**config.mk**
```make
export PLATFORM = sky130hd
export DESIGN_NAME = wb_decoder
export DESIGN_NICKNAME = d
export VERILOG_FILES = /design/src/rtl/wb_decoder_pkg.sv /design/src/rtl/wb_decoder_addr_match.sv /design/src/rtl/wb_decoder.sv
export SDC_FILE = /design/constraint.sdc
export NUM_CORES = 1
export LEC_CHECK = 0
export CAP_MARGIN = 20
export CORE_AREA = 2 2 121 123
export DETAILED_ROUTE_END_ITERATION = 6
export DIE_AREA = 0 0 123 125
export SLEW_MARGIN = 10
export SYNTH_ARGS = -nofsm -noshare
export SYNTH_HDL_FRONTEND = slang
export SYNTH_SLANG_ARGS = --single-unit
```
**constraint.sdc**
```tcl
create_clock -name i_clk -period 2.13 [get_ports i_clk]
set_input_delay 0.3195 -clock i_clk [delete_from_list [all_inputs] [get_ports i_clk]]
set_output_delay 0.3195 -clock i_clk [all_outputs]
set_load 0.03 [all_outputs]
```
**src/rtl/wb_decoder_pkg.sv**
```systemverilog
// Shared types for the single-master, two-slave Wishbone decoder: bus bundles,
// FSM state encodings and the error response word.
`ifndef WB_DECODER_PKG_SV
`define WB_DECODER_PKG_SV

`define WB_M2S wb_decoder_pkg::wb_m2s_t
`define WB_S2M wb_decoder_pkg::wb_s2m_t

package wb_decoder_pkg;

  typedef enum logic [2:0] {
    IDLE    = 3'd0,
    S0_ACT  = 3'd1,
    S1_ACT  = 3'd2,
    ERR_ACK = 3'd3,
    DRAIN   = 3'd4
  } wb_dec_state_e;

  localparam logic [31:0] WB_ERR_DATA = 32'hDEAD_BEEF;

  typedef struct packed {
    logic        cyc;
    logic        stb;
    logic        we;
    logic [3:0]  sel;
    logic [31:0] adr;
    logic [31:0] dat;
  } wb_m2s_t;

  typedef struct packed {
    logic        ack;
    logic [31:0] dat;
  } wb_s2m_t;

endpackage

`endif

```
**src/rtl/wb_decoder_addr_match.sv**
```systemverilog
// Masked address compare used once per slave window.
module wb_addr_match (
  input  logic [31:0] adr,
  input  logic [31:0] base,
  input  logic [31:0] mask,
  output logic        hit
);

  assign hit = ((adr & mask) == base);

endmodule

```
**src/rtl/wb_decoder.sv**
```systemverilog
// One-master, two-slave Wishbone decoder; optional stall timeout under WB_DEC_TIMEOUT_EN.
// state   | meaning
// IDLE    | no selection, decode on cyc&stb
// S0_ACT  | master bridged to slave 0
// S1_ACT  | master bridged to slave 1
// ERR_ACK | one-cycle error ack to master
// DRAIN   | wait for master to end the cycle
module wb_decoder
  import wb_decoder_pkg::*;
#(
  parameter logic [31:0] S0_BASE     = 32'h0000_0000,
  parameter logic [31:0] S0_MASK     = 32'hF000_0000,
  parameter logic [31:0] S1_BASE     = 32'h1000_0000,
  parameter logic [31:0] S1_MASK     = 32'hF000_0000,
  parameter int unsigned TIMEOUT_CYC = 255
) (
  input  logic    i_clk,
  input  logic    i_rst,
  input  wb_m2s_t i_m2s_wb,
  output wb_s2m_t o_s2m_wb,
  output wb_m2s_t o_m2s0_wb,
  output wb_m2s_t o_m2s1_wb,
  input  wb_s2m_t i_s2m0_wb,
  input  wb_s2m_t i_s2m1_wb,
  output logic    o_err
);

  wb_dec_state_e state_q, state_d;
  logic          hit0, hit1;
  logic          req;
  logic          tmo_hit;

  if (TIMEOUT_CYC == 0) begin : g_bad_timeout
    $error("wb_decoder: TIMEOUT_CYC must be at least 1");
  end

  assign req = i_m2s_wb.cyc & i_m2s_wb.stb;

  wb_addr_match u_match0 (
    .adr  (i_m2s_wb.adr),
    .base (S0_BASE),
    .mask (S0_MASK),
    .hit  (hit0)
  );

  wb_addr_match u_match1 (
    .adr  (i_m2s_wb.adr),
    .base (S1_BASE),
    .mask (S1_MASK),
    .hit  (hit1)
  );

`ifdef WB_DEC_TIMEOUT_EN
  localparam int unsigned TMO_W = $clog2(TIMEOUT_CYC + 1);

  logic [TMO_W-1:0] tmo_cnt_q, tmo_cnt_d;
  logic             active;
  logic             sel_ack;

  assign active  = (state_q == S0_ACT) || (state_q == S1_ACT);
  assign sel_ack = (state_q == S0_ACT) ? i_s2m0_wb.ack : i_s2m1_wb.ack;
  assign tmo_hit = active && (tmo_cnt_q == TMO_W'(TIMEOUT_CYC));

  // Any state other than an active bridge holds the counter at zero, so entry always starts clean.
  always_comb begin
    tmo_cnt_d = '0;
    if (active) begin
      if (sel_ack || !i_m2s_wb.stb) begin
        tmo_cnt_d = '0;
      end else if (!tmo_hit) begin
        tmo_cnt_d = tmo_cnt_q + TMO_W'(1);
      end else begin
        tmo_cnt_d = tmo_cnt_q;
      end
    end
  end

  always_ff @(posedge i_clk or posedge i_rst) begin
    if (i_rst) begin
      tmo_cnt_q <= '0;
    end else begin
      tmo_cnt_q <= tmo_cnt_d;
    end
  end
`else
  assign tmo_hit = 1'b0;
`endif

  always_comb begin
    state_d = state_q;
    case (state_q)
      IDLE: begin
        if (req) begin
          if (hit0)      state_d = S0_ACT;
          else if (hit1) state_d = S1_ACT;
          else           state_d = ERR_ACK;
        end
      end
      S0_ACT, S1_ACT: begin
        if (!i_m2s_wb.cyc) state_d = IDLE;
        else if (tmo_hit)  state_d = ERR_ACK;
      end
      ERR_ACK: state_d = DRAIN;
      DRAIN:   if (!i_m2s_wb.cyc) state_d = IDLE;
      default: state_d = IDLE;
    endcase
  end

  always_ff @(posedge i_clk or posedge i_rst) begin
    if (i_rst) begin
      state_q <= IDLE;
    end else begin
      state_q <= state_d;
    end
  end

  // Bridging is combinational on the registered selection, so reset drops slave cyc immediately.
  always_comb begin
    o_m2s0_wb = '0;
    o_m2s1_wb = '0;
    o_s2m_wb  = '0;
    o_err     = 1'b0;
    case (state_q)
      S0_ACT: begin
        if (!tmo_hit) begin
          o_m2s0_wb = i_m2s_wb;
          o_s2m_wb  = i_s2m0_wb;
        end
      end
      S1_ACT: begin
        if (!tmo_hit) begin
          o_m2s1_wb = i_m2s_wb;
          o_s2m_wb  = i_s2m1_wb;
        end
      end
      ERR_ACK: begin
        o_s2m_wb.ack = 1'b1;
        o_s2m_wb.dat = WB_ERR_DATA;
        o_err        = 1'b1;
      end
      default: ;
    endcase
  end

endmodule
```
Word level (Yosys, flattened, before mapping). Index checks and enable logic that the tools add are counted. Widths: inputs -> output; s select.

Logic and storage cells: 22. Output and inout bits: 176. Bits of input ports: 139. Flip-flop bits (word level): 3.

Eq/ne operators: 7. Multiplexer cells: 9. Bitwise gates (word level): 1. Reduce and logical (&&, ||, !) cells: 4.

Operator list (count): $mux 71 (2); $pmux 33 s3 (1); $logic_not 32->1 (1); $mux 3 (3); $pmux 3 s3 (1); $eq 3x2->1 const B (2); $eq 4x1->1 const B (1); $ne 2x2->1 const B (2); $eq 3x1->1 const B (1); $eq 3x3->1 const B (1); $logic_not 3->1 (1); $reduce_or 3->1 (1); $mux 1 (2); $reduce_and 2->1 (1); $and 1x1->1 (1).

Logic depth before layout (Yosys ltp). Gate-level depths: netlist of run 1.

Depth after elaboration: 5. Mapped depth: 5. Mapped depth without buffers: 2.

By module. From an unflattened synthesis of run 1, not the netlist that was laid out.

Cell total of the unflattened synthesis: 443. Area, all modules: 2847.7 um^2.

Modules (own cells, without submodules): wb_decoder (area an instance 1651.6 um^2, times used 1, sequential area each 75.1 um^2, cells each 273); wb_addr_match (area an instance 598.1 um^2, times used 2, sequential area each 0.0 um^2, cells each 85).

Least setup slack after synthesis of run 1. Ideal clock, no wire load.

Path type: reg-to-output. Start: register state_q[0]. End: output o_m2s1_wb[70] in the netlist's numbering. Setup slack: 0.369 ns. Data required time: 1.811 ns. Buffers on the path: 1. Stages on the path, launching flop included: 4. Arrival: 1.441 ns. Cells stage by stage: dfrtp_1 -> buf_2 -> nand2b_1 -> nor3b_1.

RTL lines: start, declared (line wb_decoder.sv:28) `wb_dec_state_e state_q, state_d;`; start signal, assigned (line wb_decoder.sv:113) `state_q <= state_d;`; end, declared (line wb_decoder.sv:22) `output wb_m2s_t o_m2s1_wb,`.

==> results.cfg, run 1 <==
[route]
wire_per_inst_um = 14.1
routed_via_density = 4.01
drt_wl_total_um = 10600
drc = 0
vias = 3012
antenna_left = 0
drtIter0Drc = 80
first_pass_iters = 4

[final_layout]
multi_input_area_sq_um = 1440
largest_registers = state_q x3
fillers = 1492
insertedDiodeCount = 0
syn_to_final_growth_pct = 197
drive_gt1_share_pct = 36.6
largest_register = state_q
largest_reg_flops = 3
nets = 708
regArea_sq_um = 75.1

[worst_setup_path]
critPathMaxStageDelay_ns = 0.50
start_kind = register
crit_arrival_ns = 1.69
path_common_cell = buf_12
slowest_stage = dfrtp_1
end_kind = output pin
path_cells = nor3b_4 -> buf_12 -> and2_1 -> buf_12
cp.required_ns = 1.81
path_class = reg -> out
r2r_slack_ns = 0.71
path_max_fanout = 79

[timing]
maxSlewViolCount = 0
period_needed_ns = 2.00
fin_tns_setup_ns = 0
fin_ws_ns = 0.125
fmax_ghz = 0.499
setup_viol = 0
rsz0062_at_grt = no
fin_skew_ns = 0.00175
worst_pin_slew_ns = 0.481
min_period_over_period_pct = 94.1
finalHoldViolCount = 0
max-slew-margin-rel_pct = 67.1

[global_route]
grt_pass1_vias = 2922
grt_pass1_wl_um = 15400
antenna_found_initial = 0
grt_util_all_layers_pct = 12.6
grt_overflow = 0
grt_max_degree = 80

[floorplanning]
rows = 44
dieArea_sq_um = 15400
die_x_um = 123
core_area_sq_um = 14200
start_util_pct = 11.7
io_pins = 315
die_h_um = 125

[clock_network]
ctsHoldBuffers = 0
clk_pin_slew_ns = 0.03
cts_htree_levels = 1
clkLatencyLatePin_ns = 0.23
cts_tree = done
cts_setup_buffers = 0
cts_buffers = 3
cts_root_buffer = clkbuf_16
cts_resized = 0
cts_max_path_buffers = 2
clock-sinks = 3

[placed_design]
pre_cts_slack_ns = 0.300
port_buffers = 314
place_hpwl_um = 8710
gp_congestion = 0.767

[synth]
ys_ff_latch = 3
yosys_warnings = 0
synthCells = 271
avgSynthCellArea_sq_um = 6.15
ys_types = 26
synth_seq_area_share_pct = 4.50
syn_nets = 410
synth_area_sq_um = 1670

[min_path]
hold_path_class = in -> async

[power]
peakVddDrop_mv = 0.243
p_leak_nw = 2.27
powerDensity_nw_per_um2 = 421

[job]
maxCapViolations = 0

[status]
status = complete, no violations
## layer usage
metal,track usage [%],part of all wire [%],vias to the layer above
met3,2.05,9.2,7
met4,3.01,0.86,0
met2,24.6,53,168
met5,0,0,-
met1,13.7,37,1369
li1,-,-,1468
## placed cells by master, fill, tap and decap left out
cell type        instances
and2_1                 122
clkdlybuf4s50_1        138
nor3b_4                  2
a311oi_1                 1
nand2b_1                 2
nor3b_1                  1
buf_12                  29
a22o_1                   8
o21bai_1                 1
and2_2                  19
nand2_1                 25
nor3_1                   1
a2111oi_0                1
dfrtp_1                  3
o21ai_0                 24
o21ai_1                  1
and3b_1                  1
buf_4                  153
clkbuf_1                 1
nor2_1                   3
clkbuf_16                3
inv_1                    2
or3b_2                   1
buf_6                    1
a21oi_1                 25
## final cells by class
type                            count  share of cell area (%)
Multi-Input combinational cell    238                    29.0
Inverter                            2                   0.152
Timing Repair Buffer              321                    63.1
Clock buffer                        4                    1.59
Sequential cell                     3                    1.52
Tap cell                          184                    4.65
## where the power goes
part	switching, mW	internal [mW]
sequential	0.0120	0.0625
combinational	0.913	0.788
clock	0.0598	0.248
## cell families after synthesis
| kind of cell | synth area share [%] |
|---|---|
| AND/OR/NAND/NOR | 65.4 |
| AO/OA/AOI/OAI | 20.7 |
| buffers and inverters | 9.38 |
| flip-flops | 4.50 |
## metrics by stage
step                std cells  utilization (%)  power (mW)  area (sq um)  hold WS, ns
floorplan                 271                -       0.944          1670       0.0731
global placement          748             34.3        1.78          4870        0.549
detailed placement        748             34.3        1.79          4870        0.527
CTS                       752             34.8        2.11          4950        0.294
global route              752             34.8        2.19          4950        0.294
finish                    752             34.8        2.08          4950        0.276
## synthesized netlist by cell type, drive strengths merged
cell type  number  area, sq um
and2          141          906
a21oi          25          125
nand2          25         93.8
o21ai          25          125
clkbuf         18         68.8
buf            10         80.1
a22o            8         70.1
dfrtp           3         75.1
nor2            3         11.3
nor3b           3         45.1
inv             2         7.51
nand2b          2         12.5
a2111oi         1         8.76
a311oi          1         8.76
and3b           1         8.76
nor3            1         5.00
o21bai          1         7.51
or3b            1         8.76
## path summary, 6_finish.rpt
check / startpoint / to / depth (start not counted)
worst max-delay path: state_q[0] / o_m2s0_wb[11] / 4
max in group asynchronous: i_rst / state_q[2] / 2
worst max register to register: state_q[2] / state_q[2] / 3
worst min register to register: state_q[0] / state_q[0] / 2
worst min-delay path: i_rst / state_q[1] / 2
min in group i_clk: state_q[0] / state_q[0] / 2
## critical path, delay by kind of cell (launching register included)
family / cells / cell delay, ns
flip-flops: 1 / 0.50
AND/OR/NAND/NOR: 2 / 0.50
buffers and inverters: 2 / 0.40
No activity file was read; power rests on OpenSTA's default activity.
==> run 2: changes to the inputs <==
- CTS_BUF_LIST: unset -> sky130_fd_sc_hd__clkbuf_2
==> run 2 against run 1 <==
Against the previous run:
- worst setup slack gained 0.017 ns
- non-clock buffer count is the same
- via count shrank 0.23%
- maximum frequency grew 0.84%
- first-iteration DRC count shrank 6.3%
- total power shrank 11%
- sequential power shrank 0.9%
- cell area shrank 1.2%
- register-to-register slack gained 0.02 ns
- cell count is the same
==> results.cfg, run 2 (synthesized netlist as in run 1, its figures left out) <==
[final_layout]
layout_commonest_cell = buf_4
largest_registers = state_q x3
largest_register = state_q
syn_to_final_growth_pct = 193
final_cell_mix = 153 x buf_4, 138 x clkdlybuf4s50_1, 122 x and2_1, 29 x buf_12
nets = 708
utilization_pct = 34.4
drive_gt1_share_pct = 36.8
fillers = 1497
insertedDiodeCount = 0
largest_reg_flops = 3
final_area_sq_um = 4890
layout.cells.non_filler = 752

[global_route]
grt_max_degree = 80
grt_pass1_wl_um = 15300
grt_util_all_layers_pct = 12.4
grt_pass1_vias = 2918
grt_overflow = 0
antenna_found_initial = 0

[worst_setup_path]
cp.required_ns = 1.81
crit_arrival_ns = 1.67
slowest_stage = dfrtp_1
end_kind = output pin
r2r_start = state_q[2]
path_class = reg -> out
critPathMaxStageDelay_ns = 0.50
path_cells = nor3b_4 -> buf_12 -> and2_1 -> buf_12
cp_top_family = flip-flops
start_kind = register
critPathLaunch = state_q[0]
path_common_cell = buf_12
path_max_fanout = 79
timing.critical_path.buf_inv = 2

[timing]
min_period_over_period_pct = 93.3
maxSlewViolCount = 0
fin_tns_setup_ns = 0
rsz0062_at_grt = no
fmax_ghz = 0.503
period_needed_ns = 1.99
fin_skew_ns = 0.00165
setup_viol = 0
fin_ws_ns = 0.142
max-slew-margin-rel_pct = 70.6
worst_pin_slew_ns = 0.430
finalHoldViolCount = 0

[placed_design]
placedInstanceArea_sq_um = 4870
placedCellCount = 748
gp_congestion = 0.767
pre_cts_slack_ns = 0.300
place_hpwl_um = 8710
port_buffers = 314

[route]
vias = 3005
wire_per_inst_um = 14.0
routed_via_density = 4.00
first_pass_iters = 4
drtIter0Drc = 75
antenna_left = 0
drt_wl_total_um = 10500
drc = 0

[power]
p_leak_nw = 2.25
peakVddDrop_mv = 0.170
powerDensity_nw_per_um2 = 380

[clock_network]
cts_root_buffer = clkbuf_2
cts_max_path_buffers = 2
cts_setup_buffers = 0
ctsHoldBuffers = 0
clock-sinks = 3
clkLatencyLatePin_ns = 0.21
cts_resized = 0
cts_tree = done
cts_buffers = 3
cts_htree_levels = 1
clk_pin_slew_ns = 0.05

[floorplanning]
io_pins = 315
die_h_um = 125
die_x_um = 123
rows = 44
start_util_pct = 11.7
core_area_sq_um = 14200
dieArea_sq_um = 15400

[min_path]
hold_path_class = in -> async

[job]
maxCapViolations = 0

[status]
status = complete, no violations
==> run 2: layout make-up <==
cell class / instances / area (sq um) / share of cell area (%)
Sequential cell: 3 / 75.1 / 1.53
Tap cell: 184 / 230 / 4.71
Clock buffer: 4 / 20.0 / 0.409
Inverter: 2 / 7.51 / 0.153
Multi-Input combinational cell: 238 / 1440 / 29.4
Timing Repair Buffer: 321 / 3120 / 63.8
==> run 2: metal layers <==
metal / global-route usage, % / vias up / routed length, um
met3: 1.92 / 7 / 975
met1: 13.6 / 1362 / 3920
met5: 0 / - / 0
li1: - / 1470 / -
met2: 24.5 / 166 / 5570
met4: 2.41 / 0 / 85
==> run 2: worst paths after layout <==
check | end | slack [ns] | cells past startpoint
worst min-delay path | state_q[2] | 0.29 | 2
worst min register to register | state_q[0] | 0.67 | 2
min in group i_clk | state_q[0] | 0.67 | 2
worst max-delay path | o_m2s0_wb[11] | 0.14 | 4
max in group asynchronous | state_q[0] | 1.71 | 2
worst max register to register | state_q[2] | 0.73 | 3
==> run 2: metrics by stage <==
step	power, mW	hold slack, ns
after CTS	1.88	0.299
final	1.86	0.288
after global routing	1.96	0.301
after detailed placement	1.79	0.527
after floorplan	0.944	0.0731
after global placement	1.78	0.549
==> run 2: power breakdown <==
group,switching [mW],leakage (nW),internal [mW]
combinational,0.912,2.19,0.788
sequential,0.0115,0.0398,0.0624
clock,0.0337,0.0166,0.0495
==> run 3: changes to the inputs <==
- ABC_AREA: unset -> 0
==> results of run 3 <==
No change in the layout: final DEF, timing and power equal those of run 2.
